--- config.mk ---
export PLATFORM = sky130hd
export DESIGN_NAME = adc_aperture_timer
export DESIGN_NICKNAME = d
export VERILOG_FILES = /design/src/rtl/adc_aperture_timer.sv
export SDC_FILE = /design/constraint.sdc
export NUM_CORES = 1
export LEC_CHECK = 0
export ABC_AREA = 1
export CORE_MARGIN = 3
export CORE_UTILIZATION = 40
export CTS_BUF_LIST = sky130_fd_sc_hd__clkbuf_16
export DETAILED_ROUTE_END_ITERATION = 10
export GPL_ROUTABILITY_DRIVEN = 1
export PLACE_DENSITY = 0.71
export SLEW_MARGIN = 20
export SYNTH_ARGS = -nofsm -noshare
export SYNTH_HDL_FRONTEND = slang
export SYNTH_SLANG_ARGS = --single-unit
--- constraint.sdc ---
create_clock -name clk -period 6.5 [get_ports clk]
set_input_delay 0.65 -clock clk [delete_from_list [all_inputs] [get_ports clk]]
set_output_delay 0.65 -clock clk [all_outputs]
set_load 0.05 [all_outputs]
--- src/rtl/adc_aperture_timer.sv ---
// ADC aperture timer: trigger/valid handshake, integrator-reset phase, then a programmable aperture phase.
// Optional result-ready interrupt register enabled by defining ADC_INTERRUPT_EN.
module adc_aperture_timer #(
    parameter int CW = 24
) (
    input  logic          clk,
    input  logic          reset,
    input  logic          adc_measure_trig,
    input  logic [CW-1:0] p_clk_count_reset,
    input  logic [CW-1:0] p_clk_count_aper,
    output logic          adc_measure_valid,
    output logic          int_reset,
    output logic          int_run,
    output logic [23:0]   measure_count,
    output logic [CW-1:0] clk_count_aper_last,
    output logic          adc_interrupt,
    output logic [1:0]    monitor
);

    typedef enum logic [1:0] {
        S_IDLE,
        S_RESET,
        S_APER,
        S_WAIT_TRIG_LOW
    } state_t;

    state_t        state, state_nx;
    logic [31:0]   cnt, cnt_nx;
    logic [CW-1:0] aper_shadow;
    logic          start;
    logic          meas_done;
    logic          phase_done;

    // A zero-length phase still occupies one clock.
    function automatic logic [CW-1:0] clamp_len(input logic [CW-1:0] len);
        return (len == '0) ? CW'(1) : len;
    endfunction

    // The counter holds the number of cycles remaining after the current one.
    function automatic logic [31:0] cnt_load(input logic [CW-1:0] len);
        logic [31:0] v;
        v = 32'(clamp_len(len));
        return v - 32'd1;
    endfunction

    always_comb begin
        state_nx   = state;
        cnt_nx     = cnt;
        start      = 1'b0;
        meas_done  = 1'b0;
        phase_done = (cnt == 32'd0);
        case (state)
            S_IDLE: begin
                if (adc_measure_trig) begin
                    state_nx = S_RESET;
                    cnt_nx   = cnt_load(p_clk_count_reset);
                    start    = 1'b1;
                end
            end
            S_RESET: begin
                if (phase_done) begin
                    state_nx = S_APER;
                    cnt_nx   = cnt_load(aper_shadow);
                end else begin
                    cnt_nx = cnt - 32'd1;
                end
            end
            S_APER: begin
                if (phase_done) begin
                    meas_done = 1'b1;
                    state_nx  = adc_measure_trig ? S_WAIT_TRIG_LOW : S_IDLE;
                end else begin
                    cnt_nx = cnt - 32'd1;
                end
            end
            S_WAIT_TRIG_LOW: begin
                if (!adc_measure_trig) begin
                    state_nx = S_IDLE;
                end
            end
            default: state_nx = S_IDLE;
        endcase
    end

    // Switch controls are registered from the next state so they never glitch.
    always_ff @(posedge clk) begin
        if (reset) begin
            state               <= S_IDLE;
            adc_measure_valid   <= 1'b1;
            int_reset           <= 1'b0;
            int_run             <= 1'b0;
            measure_count       <= 24'd0;
            clk_count_aper_last <= '0;
        end else begin
            state             <= state_nx;
            adc_measure_valid <= (state_nx == S_IDLE);
            int_reset         <= (state_nx == S_RESET);
            int_run           <= (state_nx == S_APER);
            if (meas_done) begin
                measure_count       <= measure_count + 24'd1;
                clk_count_aper_last <= clamp_len(aper_shadow);
            end
        end
    end

    // Datapath registers carry no reset; they are always loaded before use.
    always_ff @(posedge clk) begin
        cnt <= cnt_nx;
        if (start) begin
            aper_shadow <= p_clk_count_aper;
        end
    end

`ifdef ADC_INTERRUPT_EN
    logic irq;

    always_ff @(posedge clk) begin
        if (reset) begin
            irq <= 1'b0;
        end else if (meas_done) begin
            irq <= 1'b1;
        end else if (start) begin
            irq <= 1'b0;
        end
    end

    assign adc_interrupt = irq;
`else
    assign adc_interrupt = 1'b0;
`endif

    assign monitor = {adc_measure_valid, int_run};

endmodule
After elaboration in Yosys (flattened, before gate mapping)
Cells that the tools add are included.

Register bits: 109. Latch bits: 0. Memory bits (writable): 0. Memory bits (read-only): 0. Input port bits: 51. Logic and storage cells: 42. Memories kept: 0.

Add/subtract/negate cells: 4. $mul: 0. Div/mod/pow operators: 0. $lt $le $gt $ge: 0. Eq/ne operators: 7. Shift-type cells: 0. Mux-type cells: 16. Bitwise operators: 0. Reduce and logical (&&, ||, !) cells: 7.

Operator list (number): $mux 32 (3); $pmux 32 s3 (1); $sub 24x1->25 const B (2); $logic_not 24->1 (2); $mux 24 (2); $logic_not 32->1 (1); $sub 32x1->32 const B (1); $add 24x1->24 const B (1); $mux 2 (5); $pmux 2 s4 (1); $eq 2x2->1 const B (3); $eq 2x1->1 const B (2); $logic_not 2->1 (2); $mux 1 (4); $ne 2x2->1 const B (2); $reduce_and 3->1 (1); $reduce_bool 3->1 (1).

Longest topological paths before layout
Word-level depth: 5. Gate-level depth with buffers: 18.

Worst setup path after synthesis
Ideal clock, no wire load.

Path type: register -> register. From: register cnt[0]. To: register cnt[0] (enable). Arrival time: 3703 ps. Data required time: 6030 ps. Setup slack: 2327 ps. Cell stages (with the launch flop): 11. Buffers on the path: 1. Path through: edfxtp_1 inv_1 ha_1 nand2_1 nor2_1 nand2_2 nor2_8 inv_4 nor2_8 buf_6 a211oi_1.

Cells in the longest elaborated chain, start to end: 3.

Ends and longest elaborated chain: start, declared (RTL line 28) `logic [31:0] cnt, cnt_nx;`; start signal, assigned (RTL line 108) `cnt <= cnt_nx;`; $logic_not 32->1 (RTL line 51) `phase_done = (cnt == 32'd0);`; $ne 2x2->1 (no line); $reduce_and 3->1 (no line).

Every way passes these cells. A chain may end at the register's enable or synchronous reset.

Worst setup path in the final report
From: register aper_shadow[10]. To: register cnt[24], data pin.

Cells in the longest elaborated chain, start to end: 5.

Ends and longest elaborated chain: start, declared (RTL line 29) `logic [CW-1:0] aper_shadow;`; start signal, assigned (RTL line 110) `aper_shadow <= p_clk_count_aper;`; $logic_not 24->1 (RTL line 36) `return (len == '0) ? CW'(1) : len;`; $mux 24 * (RTL line 36); $sub 24x1->25 * (RTL line 43) `return v - 32'd1;`; $mux 32 * (RTL line 61) `if (phase_done) begin`; $pmux 32 s3 * (RTL line 52) `case (state)`; via cnt_nx[24] (RTL line 28).

The timed path passes the listed nets; every way through them passes the cells marked *.

==> out/qor.csv <==
metric,value,unit
outcome,completed,
hold_viol_final,0,
tritoncts,yes,
grt_use_met3,0.0330,
vias_per_cell,5.08,
gr-usage-met2,0.337,
grt-busiest-layer,met2,
dp_worst_setup_slack,2.88,ns
synth_fa_ha_area_frac,0.0175,
num_antenna_cells,0,
worstSetupPathType,reg -> reg,
synthMostInstantiatedCell,nand2_1,
max_stage_delay,0.51,ns
multi_input_area,3860,um2
cts_max_level,3,
finalSetupTns,0,ns
synth_top_area_share,0.235,
synthCells,1008,
port-buffer-count,103,
cp.depth,16,
cp.required,6.60,ns
place_inst,1311,
row_count,48,
maxSlewViolCount,0,
clockBufferDepth,2,
fin_crit,3.30,ns
setup_viol,0,
postLayoutCellArea,8620,um2
slowest_stage,edfxtp_1,
max-slew-margin-rel,0.357,
post_cts_resized,0,
path_buf_inv,1,
cp-start-kind,flip-flop,
ys_async_sr_fraction,0,
critPathCaptureType,flip-flop,
yosysUniqueCellTypes,41,
drive_gt1_frac,0.0608,
synth_mux_area_frac,0,
via_count,6738,
hold_depth,2,
grt_start_max_net_pins,41,
clock_skew,0.00973,ns
grt_pass1_wl,32.3,mm
gr-total-overflow,0,
rsz0062_at_grt,no,
area_growth,20.5,%
crit_top_cell,nand2_1,
fmax,303,MHz
cp_max_fo,9,
dpl_cell_area,8330,um2
irDropWorstVdd,134,uV
wl_per_cell,15.0,um
synth_edf_count,56,
postRouteWirelength,19.9,mm
worstMarginPinSlew,0.964,ns
dp_hpwl,15.6,mm
postSynthAreaPerCell,7.10,um2
cts_buffers,9,
grt.met1_usage,0.271,
cp_cell_sequence,"nor2_1, nand2_1, nor2_2, nand3_2, nand2_1, clkinv_1, ha_1, nand2_1, nor2_4, nand2_1, nor3_2, nand2_1, nor2_1, or2_1, nand3b_1, nand2_1",
yosysSeqAreaShare,0.383,
synthXorXnorAreaFrac,0.0686,
first_iter_violations,563,
fillers,1787,
die_h,140,um
hp-class,reg -> reg,
cts.hold.buffers_added,0,
antenna_found_initial,0,
ys_top_cells_by_area,"edfxtp_1 24%, dfxtp_1 15%, nand2_1 13%",
cts_sinks,109,
cap_violations,0,
synth_compound_area_frac,0.0967,
yosys_warnings,0,
total_leakage_power,3.37,nW
cellPowerDensity,190,nW/um2
stdcell_count,1327,
post-cts-setup-buffers,0,
critical_path_arrival,3.40,ns
synthTopCellsByCount,"247 x nand2_1, 151 x nor2_1, 97 x inv_1",
synth_flop_cell,edfxtp_1,
grt_usage,0.202,
die_width,140,um
finalCritPeriodShare,0.508,
dr.pass1.iters,6,
synth_seq_cells,109,
timing.hold.ws,0.463,ns
pin_count,105,
critical-path-top-delay-family,simple AND/OR/NAND/NOR gates,
start_util,0.411,
clk_pin_slew,0.08,ns
die_area,19500,um2
synth.cell_area,7150,um2
seq_area,2740,um2
core,17400,um2
setup_slack,3.20,ns
gp_congestion,0.937,
drtAntennaViolNets,0,
rr_worst_depth,16,
cts_root_buffer,clkbuf_16,
yosysTopAreaCell,edfxtp_1,
synth_top_family_by_area,simple AND/OR/NAND/NOR gates,
clkLatencyLatePin,0.36,ns
synthSimpleGateAreaFrac,0.355,
drcViolationCount,0,
fin_nets,1158,
syn_nets,1069,
grt_pass1_vias,6477,
-- layout make-up --
| class | count | share of cell area |
|---|---|---|
| Inverter | 105 | 0.0461 |
| Sequential cell | 109 | 0.318 |
| Multi-Input combinational cell | 767 | 0.448 |
| Timing Repair Buffer | 105 | 0.121 |
| Clock buffer | 10 | 0.0290 |
| Clock inverter | 6 | 0.00508 |
| Tap cell | 225 | 0.0326 |
-- sequential cells by signal (all words and copies together), names as in the netlist --
name and cells:
aper_shadow 24, cnt 32, adc_measure_valid 1, clk_count_aper_last 24, state 2, measure_count 24, int_reset 1, int_run 1
-- stage by stage --
stage,power [mW],utilization
CTS,1.65,0.495
detailed placement,1.11,0.478
finish,1.64,0.495
global placement,1.10,0.478
floorplan,1.01,-
global route,1.71,0.495
-- worst paths after layout --
kind / start / to / slack (ns)
setup / recovery: aper_shadow[10] / cnt[24] / 3.20
hold / removal: clk_count_aper_last[23] / clk_count_aper_last[23] / 0.46
setup reg to reg: aper_shadow[10] / cnt[24] / 3.20
hold reg to reg: clk_count_aper_last[23] / clk_count_aper_last[23] / 0.46
-- logic make-up after synthesis --
kind of cell / count (synthesis)
adders and majority gates: 10
buffers and inverters: 132
other: 1
xor gates and xnor gates: 56
and+or+nand+nor: 568
DFF: 109
AOI/OAI and AO/OA: 132
-- tightest hold or removal path, delay by kind of cell, from the launching register on --
| kind | cells | cell delay [ns] |
|---|---|---|
| compound gates | 1 | 0.05 |
| flops | 1 | 0.31 |
| simple gates | 1 | 0.06 |
-- per-layer routing --
layer,vias up,wire [um]
met2,176,9340
met5,-,0
met1,3072,9220
met4,0,420
met3,32,887
li1,3458,-
-- power by group --
| part | internal (mW) | switching, mW |
|---|---|---|
| clock network | 0.285 | 0.259 |
| registers | 0.775 | 0.0453 |
| logic | 0.102 | 0.171 |
-- placed cells by master (no fill, tap or decap), drive strengths merged --
cell type,synthesis,final
a211oi,1,1
o21a,2,2
dfxtp,53,53
ha,10,10
inv,102,104
clkinvlp,0,1
nand3b,7,7
a21oi,67,67
clkbuf,12,10
conb,1,1
or2,5,5
clkdlybuf4s50,0,103
a21boi,1,1
xnor2,16,16
nor2,175,175
o21bai,1,1
nor3,29,29
nand3,73,73
clkinv,3,6
buf,15,2
edfxtp,56,56
nand4,22,22
nor3b,2,2
o211ai,2,2
o21ai,52,52
a31oi,5,5
a31o,1,1
xor2,40,40
nand2,255,255
Note: power is estimated with default switching activity, not from simulation.
